[config.mk]
export PLATFORM = sky130hd
export DESIGN_NAME = nvdla_sdp_core_split
export DESIGN_NICKNAME = d
export VERILOG_FILES = /design/src/rtl/nvdla_sdp_pack_pkg.sv /design/src/rtl/nvdla_sdp_seg_mux.sv /design/src/rtl/nvdla_sdp_core_split.sv
export SDC_FILE = /design/constraint.sdc
export NUM_CORES = 1
export LEC_CHECK = 0
export ABC_CLOCK_PERIOD_IN_PS = 15100
export CAP_MARGIN = 30
export CORE_MARGIN = 3
export CORE_UTILIZATION = 25
export DETAILED_ROUTE_END_ITERATION = 12
export PLACE_DENSITY_LB_ADDON = 0.1
export SYNTH_ARGS = -nofsm -noshare
export SYNTH_HDL_FRONTEND = slang
export SYNTH_SLANG_ARGS = --single-unit
[constraint.sdc]
create_clock -name nvdla_core_clk -period 15.1 [get_ports nvdla_core_clk]
set_clock_uncertainty 0.05 [all_clocks]
set_input_delay 2.265 -clock nvdla_core_clk [delete_from_list [all_inputs] [get_ports nvdla_core_clk]]
set_output_delay 2.265 -clock nvdla_core_clk [all_outputs]
set_load 0.01 [all_outputs]
[src/rtl/nvdla_sdp_pack_pkg.sv]
`default_nettype none
// +--------------------------------------------------------------------------+
// | nvdla_sdp_pack_pkg : shared widths and helpers for SDP pack/split blocks  |
// | Rev 1.0                                                                   |
// +--------------------------------------------------------------------------+
package nvdla_sdp_pack_pkg;

  localparam int SEG_CNT_W = 4;
  localparam int NSEG_W    = 5;

  function automatic bit legal_ratio(input int r);
    return (r == 1) || (r == 2) || (r == 4) || (r == 8) || (r == 16);
  endfunction

  // A zero or oversized request means "the whole wide word".
  function automatic logic [NSEG_W-1:0] norm_nseg(input logic [NSEG_W-1:0] n, input int ratio);
    if ((n == '0) || (int'(n) > ratio)) return NSEG_W'(ratio);
    return n;
  endfunction

endpackage
`default_nettype wire

[src/rtl/nvdla_sdp_seg_mux.sv]
`default_nettype none
// +--------------------------------------------------------------------------+
// | nvdla_sdp_seg_mux : selects one IW-bit segment out of an OW-bit word      |
// | Rev 1.0                                                                   |
// +--------------------------------------------------------------------------+
module nvdla_sdp_seg_mux
  import nvdla_sdp_pack_pkg::*;
#(
  parameter int OW    = 512,
  parameter int IW    = 128,
  parameter int SEL_W = SEG_CNT_W
) (
  input  logic [OW-1:0]    in_data,
  input  logic [SEL_W-1:0] sel,
  output logic [IW-1:0]    out_data
);

  localparam int NSEG = OW / IW;

  always_comb begin
    out_data = in_data[IW-1:0];
    for (int k = 0; k < NSEG; k++) begin
      if (sel == SEL_W'(k)) out_data = in_data[k*IW +: IW];
    end
  end

endmodule
`default_nettype wire

[src/rtl/nvdla_sdp_core_split.sv]
`default_nettype none
// +--------------------------------------------------------------------------+
// | nvdla_sdp_core_split : wide-to-narrow splitter, LS segment first          |
// | Rev 1.0                                                                   |
// +--------------------------------------------------------------------------+
module nvdla_sdp_core_split
  import nvdla_sdp_pack_pkg::*;
#(
  parameter int OW    = 512,
  parameter int IW    = 128,
  parameter int RATIO = OW / IW
) (
  input  logic              nvdla_core_clk,
  input  logic              nvdla_core_rst,
  input  logic              inp_pvld,
  output logic              inp_prdy,
  input  logic [OW-1:0]     inp_data,
  input  logic [NSEG_W-1:0] inp_nseg,
  output logic              out_pvld,
  input  logic              out_prdy,
  output logic [IW-1:0]     out_data,
  output logic              out_last
);

  generate
    if (!legal_ratio(RATIO) || (RATIO * IW != OW)) begin : g_bad_ratio
      $error("nvdla_sdp_core_split: OW/IW must be 1, 2, 4, 8 or 16");
    end
  endgenerate

  logic                 hold_vld_q,  hold_vld_d;
  logic [OW-1:0]        hold_data_q, hold_data_d;
  logic [NSEG_W-1:0]    hold_nseg_q, hold_nseg_d;
  logic [SEG_CNT_W-1:0] seg_cnt_q,   seg_cnt_d;

  logic is_last;
  logic inp_acc;
  logic out_acc;

  assign is_last  = ({1'b0, seg_cnt_q} == (hold_nseg_q - NSEG_W'(1)));
  assign out_pvld = hold_vld_q;
  assign out_last = hold_vld_q & is_last;
  // Ready looks through to out_prdy so a new word can replace the last segment without a bubble.
  assign inp_prdy = !hold_vld_q | (out_prdy & is_last);
  assign inp_acc  = inp_pvld & inp_prdy;
  assign out_acc  = hold_vld_q & out_prdy;

  always_comb begin
    hold_vld_d  = hold_vld_q;
    hold_data_d = hold_data_q;
    hold_nseg_d = hold_nseg_q;
    seg_cnt_d   = seg_cnt_q;
    if (out_acc) begin
      if (is_last) begin
        hold_vld_d = 1'b0;
        seg_cnt_d  = '0;
      end else begin
        seg_cnt_d = seg_cnt_q + SEG_CNT_W'(1);
      end
    end
    if (inp_acc) begin
      hold_vld_d  = 1'b1;
      hold_data_d = inp_data;
      hold_nseg_d = norm_nseg(inp_nseg, RATIO);
      seg_cnt_d   = '0;
    end
  end

  always_ff @(posedge nvdla_core_clk) begin
    if (nvdla_core_rst) begin
      hold_vld_q  <= 1'b0;
      hold_nseg_q <= NSEG_W'(RATIO);
      seg_cnt_q   <= '0;
    end else begin
      hold_vld_q  <= hold_vld_d;
      hold_nseg_q <= hold_nseg_d;
      seg_cnt_q   <= seg_cnt_d;
    end
  end

  // Payload is qualified by hold_vld, so it needs no reset.
  always_ff @(posedge nvdla_core_clk) begin
    hold_data_q <= hold_data_d;
  end

  nvdla_sdp_seg_mux #(
    .OW    (OW),
    .IW    (IW),
    .SEL_W (SEG_CNT_W)
  ) u_seg_mux (
    .in_data  (hold_data_q),
    .sel      (seg_cnt_q),
    .out_data (out_data)
  );

endmodule
`default_nettype wire

==> key figures, run 1 <==
Routing
  • Met3 wire length: 5.322 mm
  • Average vias per placed instance: 4.185
  • DRC violations left: 0
  • Initial DRC count: 621
  • Final wirelength: 62.20 mm
  • Antenna-violating nets left: 0
  • WL met2: 32.75 mm
  • Vias: 12,790
  • Max layer used: met5
  • DRT met1 WL: 22.46 mm
  • Pre-Repair DR Iteration Count: 5
  • WL per Instance: 20.35 microns

Setup path
  • CP max stage delay: 0.81 ns
  • Crit path cell chain: ha_1, nor3b_4, buf_4, buf_4, a21oi_1, o21ai_1, clkdlybuf4s50_1
  • CP Data Arrival Time: 4.10 ns
  • Critical path data required time: 12.79 ns
  • CP most frequent cell: buf_4
  • CP Class: register to primary output
  • Critical path endpoint category: primary output
  • Worst-path fanout max: 86
  • Slowest CP cell: buf_4
  • Setup crit start kind: register

Timing
  • Slew headroom: 33.41%
  • Setup Viol. Count Final: 0
  • Final Critical Period: 6.419 ns
  • Final Hold Violating Endpoints: 0
  • F_max: 155.8 MHz
  • Slew @ Worst Pin: 0.9988 ns
  • Fin crit share: 42.51%
  • Max Slew Vio Count: 0
  • Sum Neg Setup Slack: 0 ns
  • Fin Hold WS: 0.4446 ns
  • RSZ-0062 raised after global routing: no

Clock tree
  • Clock transition at the registers of the reported paths: 0.06 ns
  • # resized after CTS: 0
  • Clock root buffer: clkbuf_16
  • Clock Sinks: 522
  • TritonCTS clock tree: done
  • Clock buffer depth: 3
  • CTS Buf Count: 61
  • H-tree Lvls: 2
  • CTS Hold Bufs: 0
  • Setup Fix Bufs, Post-CTS: 0
  • Worst-Skew Late Latency: 0.61 ns

Logic synthesis
  • Top_reg_cell synth: edfxtp_1
  • Post-synthesis cell count: 1,294
  • Yosys Warn Count: 0
  • Syn_area_per_cell: 15.36 sq um
  • Yosys top cell by area: edfxtp_1
  • Area share of the largest cell type after synthesis: 77.34%
  • Seq/Total Area, Yosys: 78.35%
  • Flops & latches, synth: 522
  • Post-Syn Area: 19,880 sq um
  • Syn_nets: 1,819
  • Synth area leaders: edfxtp_1 77%, mux2i_1 6.6%, a21oi_1 3.3%
  • Number of library cell types mapped by synthesis: 32
  • Post-synth EDFFs: 512
  • Async set or reset register ratio after synthesis: 0%

Power
  • Switch Pwr: 0.7303 mW
  • Leakage power: 9.681 nW
  • Switching share of power: 21.53%
  • Clock Power Share: 40.0%
  • Pwr dens: 115.2 nW/um^2
  • Maximum VDD drop: 0.00007676 V
  • Logic gate share of total power: 9.7%
  • Int Pwr: 2.661 mW
  • Sequential share of power: 50.3%

Placed design
  • Port Buffers: 651
  • Placed inst area: 27,540 sq um
  • RD Place Congestion: 0.7666
  • HPWL Detailed: 44.76 mm

Run status
  • Outcome: finished clean

GRT
  • Total gr overflow: 0
  • Initial antenna violation count: 26
  • Largest net degree at the start of global routing: 173
  • Vias in the first global route: 13,420
  • First-pass GRT wire length: 87.42 mm
  • Global Route Usage Sum: 14.32%

Finish
  • Final core occ: 37.69%
  • Nets: 2,481
  • Area grow syn2layout: 48.10%
  • Design area: 29,440 sq um
  • # fillers: 7,520
  • Flip-flop and latch area: 15,570 sq um
  • Multi-input gate area: 3951 sq um
  • Commonest non-fill, non-tap cell in the layout: clkdlybuf4s50_1
  • Layout cells sized above 1: 5.147%
  • Most frequent cells in the layout: 651 x clkdlybuf4s50_1, 512 x edfxtp_1, 135 x nor2_1

Floorplan
  • I/O pin count: 652
  • Die area: 82,940 sq um
  • Die Ht: 288.0 microns
  • Core box area: 78,100 sq um
  • Initial Util: 25.45%
  • Die width: 288.0 microns
  • Num rows: 102

Run
  • Max-cap viol count: 0

Min path
  • Min-delay worst type: register to register
==> path summary, 6_finish.rpt <==
kind | from | end | slack (ns) | cells past startpoint
max | seg_cnt_q[1] | out_data[6] | 8.68 | 7
min | hold_nseg_q[1] | hold_nseg_q[1] | 0.44 | 2
max reg2reg | hold_nseg_q[0] | hold_data_q[348] | 10.39 | 10
min reg2reg | hold_nseg_q[1] | hold_nseg_q[1] | 0.44 | 2
==> critical path, delay by kind of cell (launching register included) <==
kind	cells	cell delay, ns
AOI/OAI and AO/OA	2	0.55
and+or+nand+nor	1	0.19
DFF	1	0.44
adders and majority gates	1	0.20
buffers and inverters	3	1.99
==> final cells by class <==
type | count | area share, %
sequential | 522 | 52.90
timing repair buffer | 672 | 22.92
multi-input combinational | 694 | 13.42
clock buffer | 87 | 5.652
tap | 1040 | 4.420
clock inverter | 21 | 0.4972
antenna | 15 | 0.1275
inverter | 5 | 0.06375
==> power by group through the flow <==
stage               logic (mW)  clock network, mW  registers [mW]
floorplan                0.105                  0            1.76
global placement         0.329                  0            1.74
detailed placement       0.333                  0            1.74
CTS                      0.335               1.41            1.71
global route             0.356               1.47            1.71
finish                   0.329               1.36            1.71
==> state kept, by name, indices dropped and copies added (netlist names) <==
name,cells
hold_data_q,512
hold_nseg_q,5
out_pvld,1
seg_cnt_q,4
==> cell families after synthesis <==
logic type      Yosys count  share of synthesized area (%)
compound gates          266                          6.898
xor+xnor                  7                         0.3084
mux                     131                          6.596
fa+ha+maj                 4                         0.2518
flops                   522                          78.35
simple gates            286                          5.728
buf+inv                  78                          1.869
==> synth_stat cells, types with 5 or more instances <==
cell type	count
a21oi_1	130
buf_1	12
buf_2	18
buf_4	15
clkbuf_1	28
dfxtp_1	10
edfxtp_1	512
inv_1	5
mux2i_1	131
nand2_1	133
nor2_1	135
o21ai_1	128
==> per-layer routing <==
layer / track usage (%) / vias up
li1: - / 6169
met1: 15.29 / 6080
met2: 25.89 / 413
met3: 5.329 / 104
met4: 4.851 / 24
met5: 0 / -
==> stage by stage <==
stage	setup slack, ns	instances	power (mW)
5_1_grt	8.263	3050	3.540
2_1_floorplan	3.556	1294	1.863
3_5_place_dp	8.498	2931	2.072
3_3_place_gp	8.345	2930	2.066
4_1_cts	8.474	3039	3.458
6_report	8.681	3056	3.392
Note: power is estimated with default switching activity, not from simulation.
==> run 2: changes to the inputs <==
--- a/config.mk
+++ b/config.mk
@@ -5,7 +5,7 @@
 export SDC_FILE = /design/constraint.sdc
 export NUM_CORES = 1
 export LEC_CHECK = 0
-export ABC_CLOCK_PERIOD_IN_PS = 15100
+export ABC_CLOCK_PERIOD_IN_PS = 6600
 export CAP_MARGIN = 30
 export CORE_MARGIN = 3
 export CORE_UTILIZATION = 25
==> constraint.sdc (replaced) <==
create_clock -name nvdla_core_clk -period 6.6 [get_ports nvdla_core_clk]
set_clock_uncertainty 0.05 [all_clocks]
set_input_delay 0.99 -clock nvdla_core_clk [delete_from_list [all_inputs] [get_ports nvdla_core_clk]]
set_output_delay 0.99 -clock nvdla_core_clk [all_outputs]
set_load 0.01 [all_outputs]
==> run 2 against run 1 <==
Register-to-register slack worse by 6.8 ns. Core utilization grew 0.17 points. Highest routed layer unchanged. Largest cell class unchanged. Non-clock buffer count fell by 2. Largest power group unchanged. Final cell count increased by 0.16%. Critical path depth increased by 1. Final area increased by 0.46%. Global-route usage grew 0.39 points. Worst setup slack worse by 6.6 ns.
==> key figures, run 2 (synthesis gave the netlist of run 1 again) <==
Routing
  • Average vias per placed instance: 4.197 (+0.28%)
  • DRC violations left: 0 (unchanged)
  • Pre-Repair DR Iteration Count: 4 (-1)
  • DRT met1 WL: 22.71 mm (+1.1%)
  • Met3 wire length: 5.290 mm (-0.60%)
  • Antenna-violating nets left: 0 (unchanged)
  • Initial DRC count: 645 (+3.9%)
  • WL per Instance: 20.79 microns (+2.1%)
  • Max layer used: met5
  • Final wirelength: 63.64 mm (+2.3%)
  • Vias: 12,850 (+0.45%)
  • WL met2: 34.04 mm (+3.9%)

GRT
  • Total gr overflow: 0 (unchanged)
  • Vias in the first global route: 13,780 (+2.7%)
  • First-pass GRT wire length: 89.88 mm (+2.8%)
  • Initial antenna violation count: 28 (+7.7%)
  • Global Route Usage Sum: 14.71% (+0.39 points)
  • Largest net degree at the start of global routing: 133 (-23%)

Placed design
  • HPWL Detailed: 45.37 mm (+1.4%)
  • Place WS: 2.539 ns (-5.959 ns)
  • Inst Count DP: 2,931 (unchanged)
  • Port Buffers: 651 (unchanged)
  • RD Place Congestion: 0.7793 (+1.7%)

Floorplan
  • Die width: 288.0 microns (unchanged)
  • Initial Util: 25.45% (unchanged)
  • I/O pin count: 652 (unchanged)
  • Die area: 82,940 sq um (unchanged)
  • Die Ht: 288.0 microns (unchanged)
  • Core box area: 78,100 sq um (unchanged)
  • Num rows: 102 (unchanged)

Finish
  • Commonest non-fill, non-tap cell in the layout: clkdlybuf4s50_1
  • Final cell count without fillers: 3,061 (+0.16%)
  • Nets: 2,479 (-0.081%)
  • Layout cells sized above 1: 5.242% (+0.095 points)
  • # fillers: 7,504 (-0.21%)
  • Biggest register: hold_data_q
  • Area grow syn2layout: 48.78%
  • Most frequent cells in the layout: 651 x clkdlybuf4s50_1, 512 x edfxtp_1, 135 x nor2_1
  • Biggest regs: hold_data_q x512, hold_nseg_q x5, seg_cnt_q x4
  • Largest register FFs: 512 (unchanged)

Setup path
  • CP Data Arrival Time: 3.49 ns (-0.61 ns)
  • Reg2Reg Depth: 7 (-3)
  • Worst R2R Setup Slack: 3.64 ns (-6.75 ns)
  • Worst-path fanout max: 63 (-27%)
  • Reg-to-reg endpoint: hold_data_q[102]
  • CP Class: register to primary output
  • Critical path data required time: 5.56 ns (-7.23 ns)
  • Critical path endpoint category: primary output
  • R2r startpoint: seg_cnt_q[2]
  • Setup crit start kind: register

Run
  • Max-cap viol count: 0 (unchanged)

Timing
  • Final Critical Period: 4.531 ns
  • F_max: 220.7 MHz
  • Setup Viol. Count Final: 0 (unchanged)
  • Final Hold Violating Endpoints: 0 (unchanged)
  • Setup ws final: 2.069 ns (-6.613 ns)
  • Slew @ Worst Pin: 0.7256 ns (-0.2732 ns)
  • RSZ-0062 raised after global routing: no
  • Slew headroom: 51.62% (+18 points)
  • Max Slew Vio Count: 0 (unchanged)
  • Fin crit share: 68.66%

Clock tree
  • Clock transition at the registers of the reported paths: 0.06 ns (about the same)
  • Clock root buffer: clkbuf_16
  • H-tree Lvls: 2 (unchanged)
  • TritonCTS clock tree: done
  • Worst-Skew Late Latency: 0.59 ns (-0.02 ns)
  • Setup Fix Bufs, Post-CTS: 0 (unchanged)
  • # resized after CTS: 0 (unchanged)
  • CTS Hold Bufs: 0 (unchanged)
  • Clock Sinks: 522 (unchanged)
  • Clock buffer depth: 3 (unchanged)
  • CTS Buf Count: 61 (unchanged)

Power
  • Maximum VDD drop: 0.0001872 V (+140%)
  • Pwr dens: 265.0 nW/um^2 (+130%)
  • Leakage power: 9.715 nW (+0.35%)
  • Power Total: 7.837 mW (+130%)

Min path
  • Hold Path Cell Cnt: 2 (unchanged)
  • Min-delay worst type: register to register
  • Hold wc startpoint: hold_nseg_q[0]
  • Hold Path End: hold_nseg_q[0]

Run status
  • Outcome: finished clean
[run 2: worst max-delay path, stage by stage (launching register included)]
cell	delay, ns
dfxtp_1	0.43
ha_1	0.18
nor3b_4	0.29
buf_12	0.41
mux2i_1	0.21
nor2_1	0.12
a21oi_1	0.05
o21ai_1	0.46
clkdlybuf4s50_1	0.66
[run 2: worst max path at each step]
| stage | to | start | cells past startpoint | slack (ns) |
|---|---|---|---|---|
| final | out_data[65] | seg_cnt_q[0] | 8 | 2.07 |
| after global placement | out_data[65] | seg_cnt_q[0] | 8 | 2.52 |
| after global routing | out_data[65] | seg_cnt_q[0] | 8 | 1.81 |
| after floorplan | hold_nseg_q[0] | out_prdy | 3 | -3.67 |
| after detailed placement | out_data[65] | seg_cnt_q[0] | 8 | 2.54 |
| after CTS | out_data[65] | seg_cnt_q[0] | 8 | 1.86 |
[run 2: through the flow]
step                utilization (%)  hold WS (ns)  cell area, sq um  setup TNS [ns]
CTS                           37.81        0.4626             29530               0
floorplan                         -        0.4122             19900        -1859.75
detailed placement            35.42        0.4541             27660               0
global route                  37.85        0.5155             29560               0
finish                        37.87        0.4577             29580               0
global placement              35.39        0.4398             27640               0
[run 2: layer usage]
layer / vias up / track usage, %
li1: 6162 / -
met2: 384 / 26.87
met3: 105 / 5.487
met4: 18 / 5.319
met5: - / 0
met1: 6178 / 15.35
[run 2: final cells by class]
| cell class | instances | area (sq um) | area share, % |
|---|---|---|---|
| flip-flops and latches | 522 | 15580 | 52.67 |
| clock buffers | 77 | 1629 | 5.508 |
| multi-input cells | 694 | 3971 | 13.43 |
| repair buffers | 670 | 6797 | 22.98 |
| clock inverters | 35 | 237.7 | 0.8038 |
| diodes | 18 | 45.04 | 0.1523 |
| well taps | 1040 | 1301 | 4.400 |
| inverters | 5 | 18.77 | 0.06346 |
[run 2: report_power, final]
part	switching (mW)	internal (mW)	total [mW]
Clock	1.33	1.84	3.17
Combinational	0.303	0.455	0.758
Sequential	0.0480	3.86	3.91
